--- config.mk ---
export PLATFORM = sky130hd
export DESIGN_NAME = idu_pipe
export DESIGN_NICKNAME = d
export VERILOG_FILES = /design/src/rtl/idu_pipe.sv
export SDC_FILE = /design/constraint.sdc
export NUM_CORES = 1
export LEC_CHECK = 0
export CORE_MARGIN = 5
export CORE_UTILIZATION = 46
export CTS_CLUSTER_SIZE = 16
export DETAILED_ROUTE_END_ITERATION = 6
export GPL_TIMING_DRIVEN = 0
export HOLD_SLACK_MARGIN = 0.12
export PLACE_DENSITY = 0.77
export SYNTH_ARGS = -nofsm -noshare
export SYNTH_HDL_FRONTEND = slang
export SYNTH_SLANG_ARGS = --single-unit
export TNS_END_PERCENT = 10
--- constraint.sdc ---
create_clock -name clk -period 2.2 [get_ports clk]
set_input_delay 0.33 -clock clk [delete_from_list [all_inputs] [get_ports clk]]
set_output_delay 0.33 -clock clk [all_outputs]
set_load 0.05 [all_outputs]
--- src/rtl/idu_pipe.sv ---
// Instruction-decode stage: combinational RISC-V decode of the IFU word, captured into a
// 2-entry FIFO so EXU back-pressure never reaches in_ready combinationally.
module idu_pipe #(
    parameter int XLEN   = 64,
    parameter bit EN_M   = 1'b1,
    parameter bit EN_CSR = 1'b1
) (
    input  logic            clk,
    input  logic            rst_n,
    input  logic            flush,
    input  logic            in_valid,
    output logic            in_ready,
    input  logic [XLEN-1:0] in_pc,
    input  logic [31:0]     in_inst,
    output logic            out_valid,
    input  logic            out_ready,
    output logic [XLEN-1:0] out_pc,
    output logic [XLEN-1:0] out_imm,
    output logic [4:0]      out_rs1,
    output logic [4:0]      out_rs2,
    output logic [4:0]      out_rd,
    output logic [2:0]      out_funct3,
    output logic [3:0]      out_cls,
    output logic            out_word,
    output logic            out_rd_w_en,
    output logic            out_illegal,
    output logic [1:0]      count
);

    localparam logic [3:0] CLS_OP = 4'd0,  CLS_OPIMM = 4'd1, CLS_LOAD  = 4'd2,  CLS_STORE = 4'd3;
    localparam logic [3:0] CLS_BR = 4'd4,  CLS_JAL   = 4'd5, CLS_JALR  = 4'd6,  CLS_LUI   = 4'd7;
    localparam logic [3:0] CLS_AUIPC = 4'd8, CLS_SYS = 4'd9, CLS_MULDIV = 4'd10, CLS_MISC = 4'd11;
    localparam logic [3:0] CLS_ILL = 4'd15;
    localparam bit RV64 = (XLEN == 64);

    typedef struct packed {
        logic [XLEN-1:0] pc;
        logic [XLEN-1:0] imm;
        logic [4:0]      rs1;
        logic [4:0]      rs2;
        logic [4:0]      rd;
        logic [2:0]      funct3;
        logic [3:0]      cls;
        logic            word;
        logic            rd_w_en;
    } idu_ent_t;

    logic [6:0]      opc;
    logic [2:0]      f3;
    logic [6:0]      f7;
    logic [XLEN-1:0] imm_i, imm_s, imm_b, imm_u, imm_j;
    logic            is_shift, shamt_ok, f7_ok, ill, writes;
    idu_ent_t        dec;

    assign opc = in_inst[6:0];
    assign f3  = in_inst[14:12];
    assign f7  = in_inst[31:25];

    // Size casts of signed operands sign-extend from inst[31] up to XLEN.
    assign imm_i = XLEN'($signed(in_inst[31:20]));
    assign imm_s = XLEN'($signed({in_inst[31:25], in_inst[11:7]}));
    assign imm_b = XLEN'($signed({in_inst[31], in_inst[7], in_inst[30:25], in_inst[11:8], 1'b0}));
    assign imm_u = XLEN'($signed({in_inst[31:12], 12'b0}));
    assign imm_j = XLEN'($signed({in_inst[31], in_inst[19:12], in_inst[20], in_inst[30:21], 1'b0}));

    assign is_shift = (f3 == 3'b001) || (f3 == 3'b101);
    assign shamt_ok = (in_inst[31:26] == 6'b000000) || (in_inst[31:26] == 6'b010000);
    assign f7_ok    = (f7 == 7'b0000000)
                    || ((f7 == 7'b0100000) && ((f3 == 3'b000) || (f3 == 3'b101)))
                    || ((f7 == 7'b0000001) && EN_M);

    always_comb begin
        dec        = '0;
        dec.pc     = in_pc;
        dec.rs1    = in_inst[19:15];
        dec.rs2    = in_inst[24:20];
        dec.rd     = in_inst[11:7];
        dec.funct3 = f3;
        dec.cls    = CLS_ILL;
        ill        = 1'b0;
        writes     = 1'b0;
        // Every listed opcode ends in 2'b11, so a compressed encoding falls to default.
        case (opc)
            7'b0000011: begin dec.cls = CLS_LOAD;  dec.imm = imm_i; writes = 1'b1;
                              ill = !RV64 && ((f3 == 3'b011) || (f3 == 3'b110)); end
            7'b0001111: begin dec.cls = CLS_MISC;  dec.imm = imm_i; end
            7'b0010011: begin dec.cls = CLS_OPIMM; dec.imm = imm_i; writes = 1'b1;
                              ill = is_shift && (!shamt_ok || (!RV64 && in_inst[25])); end
            7'b0010111: begin dec.cls = CLS_AUIPC; dec.imm = imm_u; writes = 1'b1; end
            7'b0011011: begin dec.cls = CLS_OPIMM; dec.imm = imm_i; writes = 1'b1; dec.word = 1'b1;
                              ill = !RV64 || (is_shift && !shamt_ok); end
            7'b0100011: begin dec.cls = CLS_STORE; dec.imm = imm_s;
                              ill = !RV64 && (f3 == 3'b011); end
            7'b0110011: begin dec.cls = (f7 == 7'b0000001) ? CLS_MULDIV : CLS_OP; writes = 1'b1;
                              ill = !f7_ok; end
            7'b0110111: begin dec.cls = CLS_LUI;   dec.imm = imm_u; writes = 1'b1; end
            7'b0111011: begin dec.cls = (f7 == 7'b0000001) ? CLS_MULDIV : CLS_OP; writes = 1'b1;
                              dec.word = 1'b1; ill = !f7_ok || !RV64; end
            7'b1100011: begin dec.cls = CLS_BR;    dec.imm = imm_b; end
            7'b1100111: begin dec.cls = CLS_JALR;  dec.imm = imm_i; writes = 1'b1; end
            7'b1101111: begin dec.cls = CLS_JAL;   dec.imm = imm_j; writes = 1'b1; end
            7'b1110011: begin dec.cls = CLS_SYS;   dec.imm = imm_i; writes = 1'b1;
                              ill = (f3 == 3'b100) || (!EN_CSR && (f3 != 3'b000)); end
            default:    ill = 1'b1;
        endcase
        if (ill) begin
            dec.cls = CLS_ILL;
            dec.imm = '0;
            writes  = 1'b0;
        end
        dec.rd_w_en = writes && (in_inst[11:7] != 5'd0);
    end

    idu_ent_t mem [2];
    logic     head, tail, push, pop;

    assign in_ready  = (count != 2'd2);
    assign out_valid = (count != 2'd0);
    assign push      = in_valid && in_ready && !flush;
    assign pop       = out_valid && out_ready && !flush;

    always_ff @(posedge clk or negedge rst_n) begin
        if (!rst_n) begin
            mem[0] <= '0;
            mem[1] <= '0;
            head   <= 1'b0;
            tail   <= 1'b0;
            count  <= 2'd0;
        end else if (flush) begin
            head  <= 1'b0;
            tail  <= 1'b0;
            count <= 2'd0;
        end else begin
            if (push) begin
                mem[tail] <= dec;
                tail      <= ~tail;
            end
            if (pop) head <= ~head;
            count <= count + 2'(push) - 2'(pop);
        end
    end

    assign out_pc      = mem[head].pc;
    assign out_imm     = mem[head].imm;
    assign out_rs1     = mem[head].rs1;
    assign out_rs2     = mem[head].rs2;
    assign out_rd      = mem[head].rd;
    assign out_funct3  = mem[head].funct3;
    assign out_cls     = mem[head].cls;
    assign out_word    = mem[head].word;
    assign out_rd_w_en = mem[head].rd_w_en;
    assign out_illegal = (mem[head].cls == CLS_ILL);

endmodule

Word-level counts from Yosys, hierarchy flattened
Cells that the tools add are included.
- register bits: 308
- bits in latches: 0
- bits in writable memories: 0
- ROM bits: 0
- output and inout bits: 157
- memories kept: 0
- add/sub/neg operators: 2
- multipliers: 0
- divide/modulo/power cells: 0
- $lt $le $gt $ge: 3
- equal/unequal tests: 21
- shift-type cells: 0
- multiplexer cells: 20
- bitwise gates (word level): 5
- reduce and logical (&&, ||, !) cells: 31
- operator list (cell ; number):
    $mux W152 ; 4
    $pmux W64 S5 ; 1
    $bwmux W304 ; 1
    $demux W152 S1 ; 1
    $mux W64 ; 1
    $pmux W4 S11 ; 1
    $eq A7 B6 Y1 const B ; 5
    $eq A7 B7 Y1 const B ; 4
    $eq A7 B5 Y1 const B ; 3
    $reduce_or A10 Y1 ; 1
    $logic_and A1 B1 Y1 ; 8
    $mux W4 ; 2
    $reduce_or A2 Y1 ; 4
    $reduce_or A8 Y1 ; 1
    $eq A7 B1 Y1 const B ; 1
    $eq A7 B2 Y1 const B ; 1
    $eq A7 B4 Y1 const B ; 1
    $logic_not A7 Y1 ; 1
    $mux W1 ; 7
    $eq A3 B3 Y1 const B ; 2
    $eq A6 B5 Y1 const B ; 1
    $logic_not A6 Y1 ; 1
    $reduce_bool A2 Y1 ; 3
    $reduce_or A6 Y1 ; 1
    other kinds (16) ; 26

Depth between registers and ports, before layout
- word-level depth: 10
- gate-level depth with buffers: 9
- mapped depth without buffers: 9

Worst setup path after synthesis
Ideal clock, no wire load.
- path type: reg2reg
- from: reg count[0]
- to: reg mem[36] (netlist name)
- library setup time: 0.086 ns
- data arrival time: 2.696 ns
- required time: 2.114 ns
- path slack: -0.581 ns
- cell stages (with the launch flop): 9
- path buffers: 3
- period minus slack after synthesis: 2.781 ns
- path through: dfrtp_1 -> nand2b_1 -> nand3b_1 -> or2_2 -> clkbuf_1 -> or4b_1 -> buf_2 -> buf_6 -> a32oi_1
- longest elaborated chain between the ends: 4
- RTL lines (item ; line ; source):
    from (decl) ; 27 ; output logic [1:0] count
    from (signal assigned) ; 139 ; count <= count + 2'(push) - 2'(pop);
    $ne A2 B2 Y1 ; 117 ; assign in_ready = (count != 2'd2);
    net in_ready ; 12 ; output logic in_ready,
    $logic_and A1 B1 Y1 (2 in series) ; 119 ; assign push = in_valid && in_ready && !flush;
    $reduce_and A2 Y1 (no line) ; -- ;
    to (decl) ; 114 ; idu_ent_t mem [2];
The timed path passes the listed nets, and every way through them passes these cells.
A chain may end at the register's enable or synchronous reset.

Final worst setup path
- from: reg head
- to: out out_pc[4]
- longest elaborated chain between the ends: 4
- RTL lines (item ; line ; source):
    from (decl) ; 115 ; logic head, tail, push, pop;
    from (signal assigned) ; 138 ; if (pop) head <= ~head;
    $not A1 Y2 (not written as such) ; 143 ; assign out_pc = mem[head].pc;
    $mux W152 (3 in series) ; -- ;
    to (decl) ; 17 ; output logic [XLEN-1:0] out_pc,
Every way passes these cells. The select of a mux whose other input is x is not followed.

==> impl_metrics.yaml <==
detailed_routing:
  drt_iter0_markers: 1068
  routedWlPerCell_um: 19.38
  dr.pass1.iters: 5
  vias: 10530
  ant_nets: 0
  drt-total-wl_um: 38190
  drcViolationCount: 0
  viasPerCell: 5.341
worst_setup_path:
  arrival_ps: 2030
  critPathMaxStageDelay_ps: 460
  critPathRequiredTime_ps: 1870
  crit_fanout: 7
  start_kind: "flip-flop"
  endpoint_kind: "output port"
  r2r-start: "count[1]"
  crit_chain: "clkbuf_16 > clkbuf_16 > mux2_2 > clkdlybuf4s15_2"
  crit_type: "flip-flop to output port"
  r2r_setup_slack_ps: 40
  crit_slowest_cell: "dfrtp_2"
  cpMostUsedCell: "clkbuf_16"
  timing.rr.end: "mem[189]"
  worst_r2r_path_depth: 8
placed_design:
  hpwl_um: 26550
  pre_cts_slack_ps: -1294
  io_buffer_count: 256
  placed_area_um2: 14850
  place_inst: 1904
  gp_congestion: 0.8909
floorplan:
  die_y_um: 170.0
  fp.dieArea_um2: 28910
  core.rowCount: 58
  die_x_um: 170.0
  coreArea_um2: 25180
  pin_count: 258
  initial_core_util_pct: 46.79
sta:
  hold_viol_final: 0
  finalSetupViolCount: 151
  maxSlewHeadroom_pct: 54.36
  slew_violations: 0
  fin_skew_ps: 7.721
  worst_slack_ps: -157.2
  worstMarginPinSlew_ps: 684.6
  timing.final.crit_share_pct: 107.1
  rsz0062_at_grt: "yes"
  period_minus_slack_ps: 2357
  fmax_ghz: 0.4242
synth:
  synthTopCellsByArea: "dfrtp_1 (52%), nand2_1 (19%), mux2_2 (11%)"
  yosysSeqAreaShare_pct: 51.83
  synth_top_cell_by_area: "dfrtp_1"
  ys_types: 56
  syn_area_um2: 11780
  avgSynthCellArea_um2: 8.952
  async_flop_share_pct: 100.0
  synth_fp_nets: 1419
  netlist_instances: 1316
  ys.flop_type: "dfrtp_1"
  ys_ff_latch: 244
  synth_top_area_share_pct: 51.83
  synth_edf_count: 0
  yosysWarnings: 0
cts:
  cts_buffers: 26
  cts_tree: "yes"
  cts_htree_levels: 1
  cts.sinks: 244
  worstSkewPairLatency_ps: 540
  cts_root_buf: "clkbuf_16"
  cts.path.max_buffers: 3
  clk_pin_slew_worst_paths_ps: 60
finish:
  area_growth_pct: 34.24
  instances_no_fill: 1971
  drive_above_1_share_pct: 27.24
  final_common_cell: "nand2_1"
  antenna_cells: 0
  nets: 1724
  layout_common_cells: "nand2_1 (591), dfrtp_1 (241), mux2_2 (118), buf_2 (94), clkdlybuf4s50_1 (90)"
  finish.utilization_pct: 62.80
  final_cell_area_um2: 15820
run:
  drv_cap: 0
grt:
  track_usage_pct: 25.43
  grt.overflow.total: 0
  antenna_found_initial: 1
  grt_max_degree: 106
  grt_pass1_wl_um: 58940
  grt_pass1_vias: 10740
worst_hold_path:
  hold_start: "in_inst[29]"
  hold_path_end: "mem[185]"
  hold_depth: 3
  hold_path_class: "input pin to flip-flop"
pwr:
  p_leak_uw: 0.007892
  ir_drop_v: 0.0006623
  power.density_nw_per_um2: 1125
  p_total_uw: 17790
run_status:
  status: "complete, but fails checks"
  violations: "negative setup slack"
==> synth_stat cells, types with 2 or more instances <==
| cell | instances |
|---|---|
| nor4_1 | 2 |
| o21ai_0 | 50 |
| a211oi_1 | 3 |
| inv_1 | 2 |
| or4b_1 | 2 |
| buf_2 | 2 |
| or3_1 | 2 |
| nand4b_1 | 2 |
| o21bai_1 | 4 |
| o31ai_1 | 3 |
| or2_2 | 3 |
| nand2b_1 | 6 |
| xnor2_1 | 2 |
| buf_6 | 2 |
| ha_1 | 2 |
| a21o_1 | 2 |
| mux2_2 | 120 |
| nand2_1 | 591 |
| a41oi_1 | 2 |
| nor3_1 | 7 |
| nor2b_1 | 6 |
| nor3b_1 | 3 |
| o211ai_1 | 9 |
| and4b_1 | 2 |
| nor4b_1 | 2 |
| and2_1 | 2 |
| a31oi_1 | 3 |
| a221oi_1 | 3 |
| nor2_1 | 27 |
| nand3b_1 | 2 |
| buf_1 | 4 |
| a21oi_1 | 23 |
| dfrtp_1 | 244 |
| a32o_1 | 2 |
| a32oi_1 | 17 |
| or3b_2 | 2 |
| clkbuf_1 | 80 |
| nor4bb_1 | 2 |
| xor2_1 | 4 |
| o21ai_1 | 4 |
| nand4_1 | 3 |
| nand3_1 | 18 |
| buf_4 | 32 |
==> cell families after synthesis <==
| family | Yosys count | share of synthesized area [%] |
|---|---|---|
| mux | 120 | 11.47 |
| compound gates | 131 | 7.105 |
| buf+inv | 122 | 5.055 |
| flops | 244 | 51.83 |
| xor+xnor | 6 | 0.4460 |
| simple gates | 691 | 23.89 |
| fa+ha+maj | 2 | 0.2124 |
==> area by class of cell <==
cell class                      instances  area [µm²]
Fill cell                            2083        9366
Sequential cell                       244        6110
Timing Repair Buffer                  276        2336
Clock buffer                           38       745.7
Buffer                                117       802.0
Multi-Input combinational cell        954        5315
Clock inverter                         10       86.33
Inverter                                2       7.507
Tap cell                              330       412.9
==> how the worst max path moves through the flow <==
stage	from	endpoint	slack, ps	depth (start not counted)
6_report	head	out_pc[4]	-160	4
5_1_grt	head	out_imm[44]	-200	5
4_1_cts	count[1]	mem[145]	-250	7
3_5_place_dp	head	out_imm[40]	-1290	5
3_3_place_gp	rst_n	count[0]	-10310	1
2_1_floorplan	count[0]	mem[36]	-130	8
==> sequential cells by signal, indices dropped and copies added (netlist names) <==
signal and cells:
tail 1, count 2, head 1, mem 240
==> critical path: cells and delay by family, from the launching register on <==
kind	cells	cell delay, ps
buffers and inverters	3	690
DFF	1	460
muxes	1	340
==> power by group <==
part / switching, µW / internal, µW
clock: 1800 / 2470
sequential: 662 / 5740
combinational: 4820 / 2300
==> stage by stage <==
stage,setup TNS [ps],hold slack [ps]
after CTS,-38180,261.9
after global routing,-20630,198.1
after floorplan,-1193,34.41
final,-14880,204.5
after detailed placement,-324310,307.1
after global placement,-2621740,451.5
==> repair_timing <==
item                       4_1_cts  5_1_grt
gates resized for setup        754      226
gates cloned                     3        4
hold buffers                     1        0
hold endpoints to repair        65        0
setup buffers                    0       14
setup endpoints to repair      394      387
pin swaps                        1        6
==> per-layer routing <==
metal  global-route usage [%]  share of wire [%]  wire, µm
met5                        0              0.034        13
met4                    7.778                3.1      1166
met3                    3.647                6.6      2508
met2                    41.84                 48     18280
met1                    35.20                 42     16230
(Power assumes the default switching activity.)
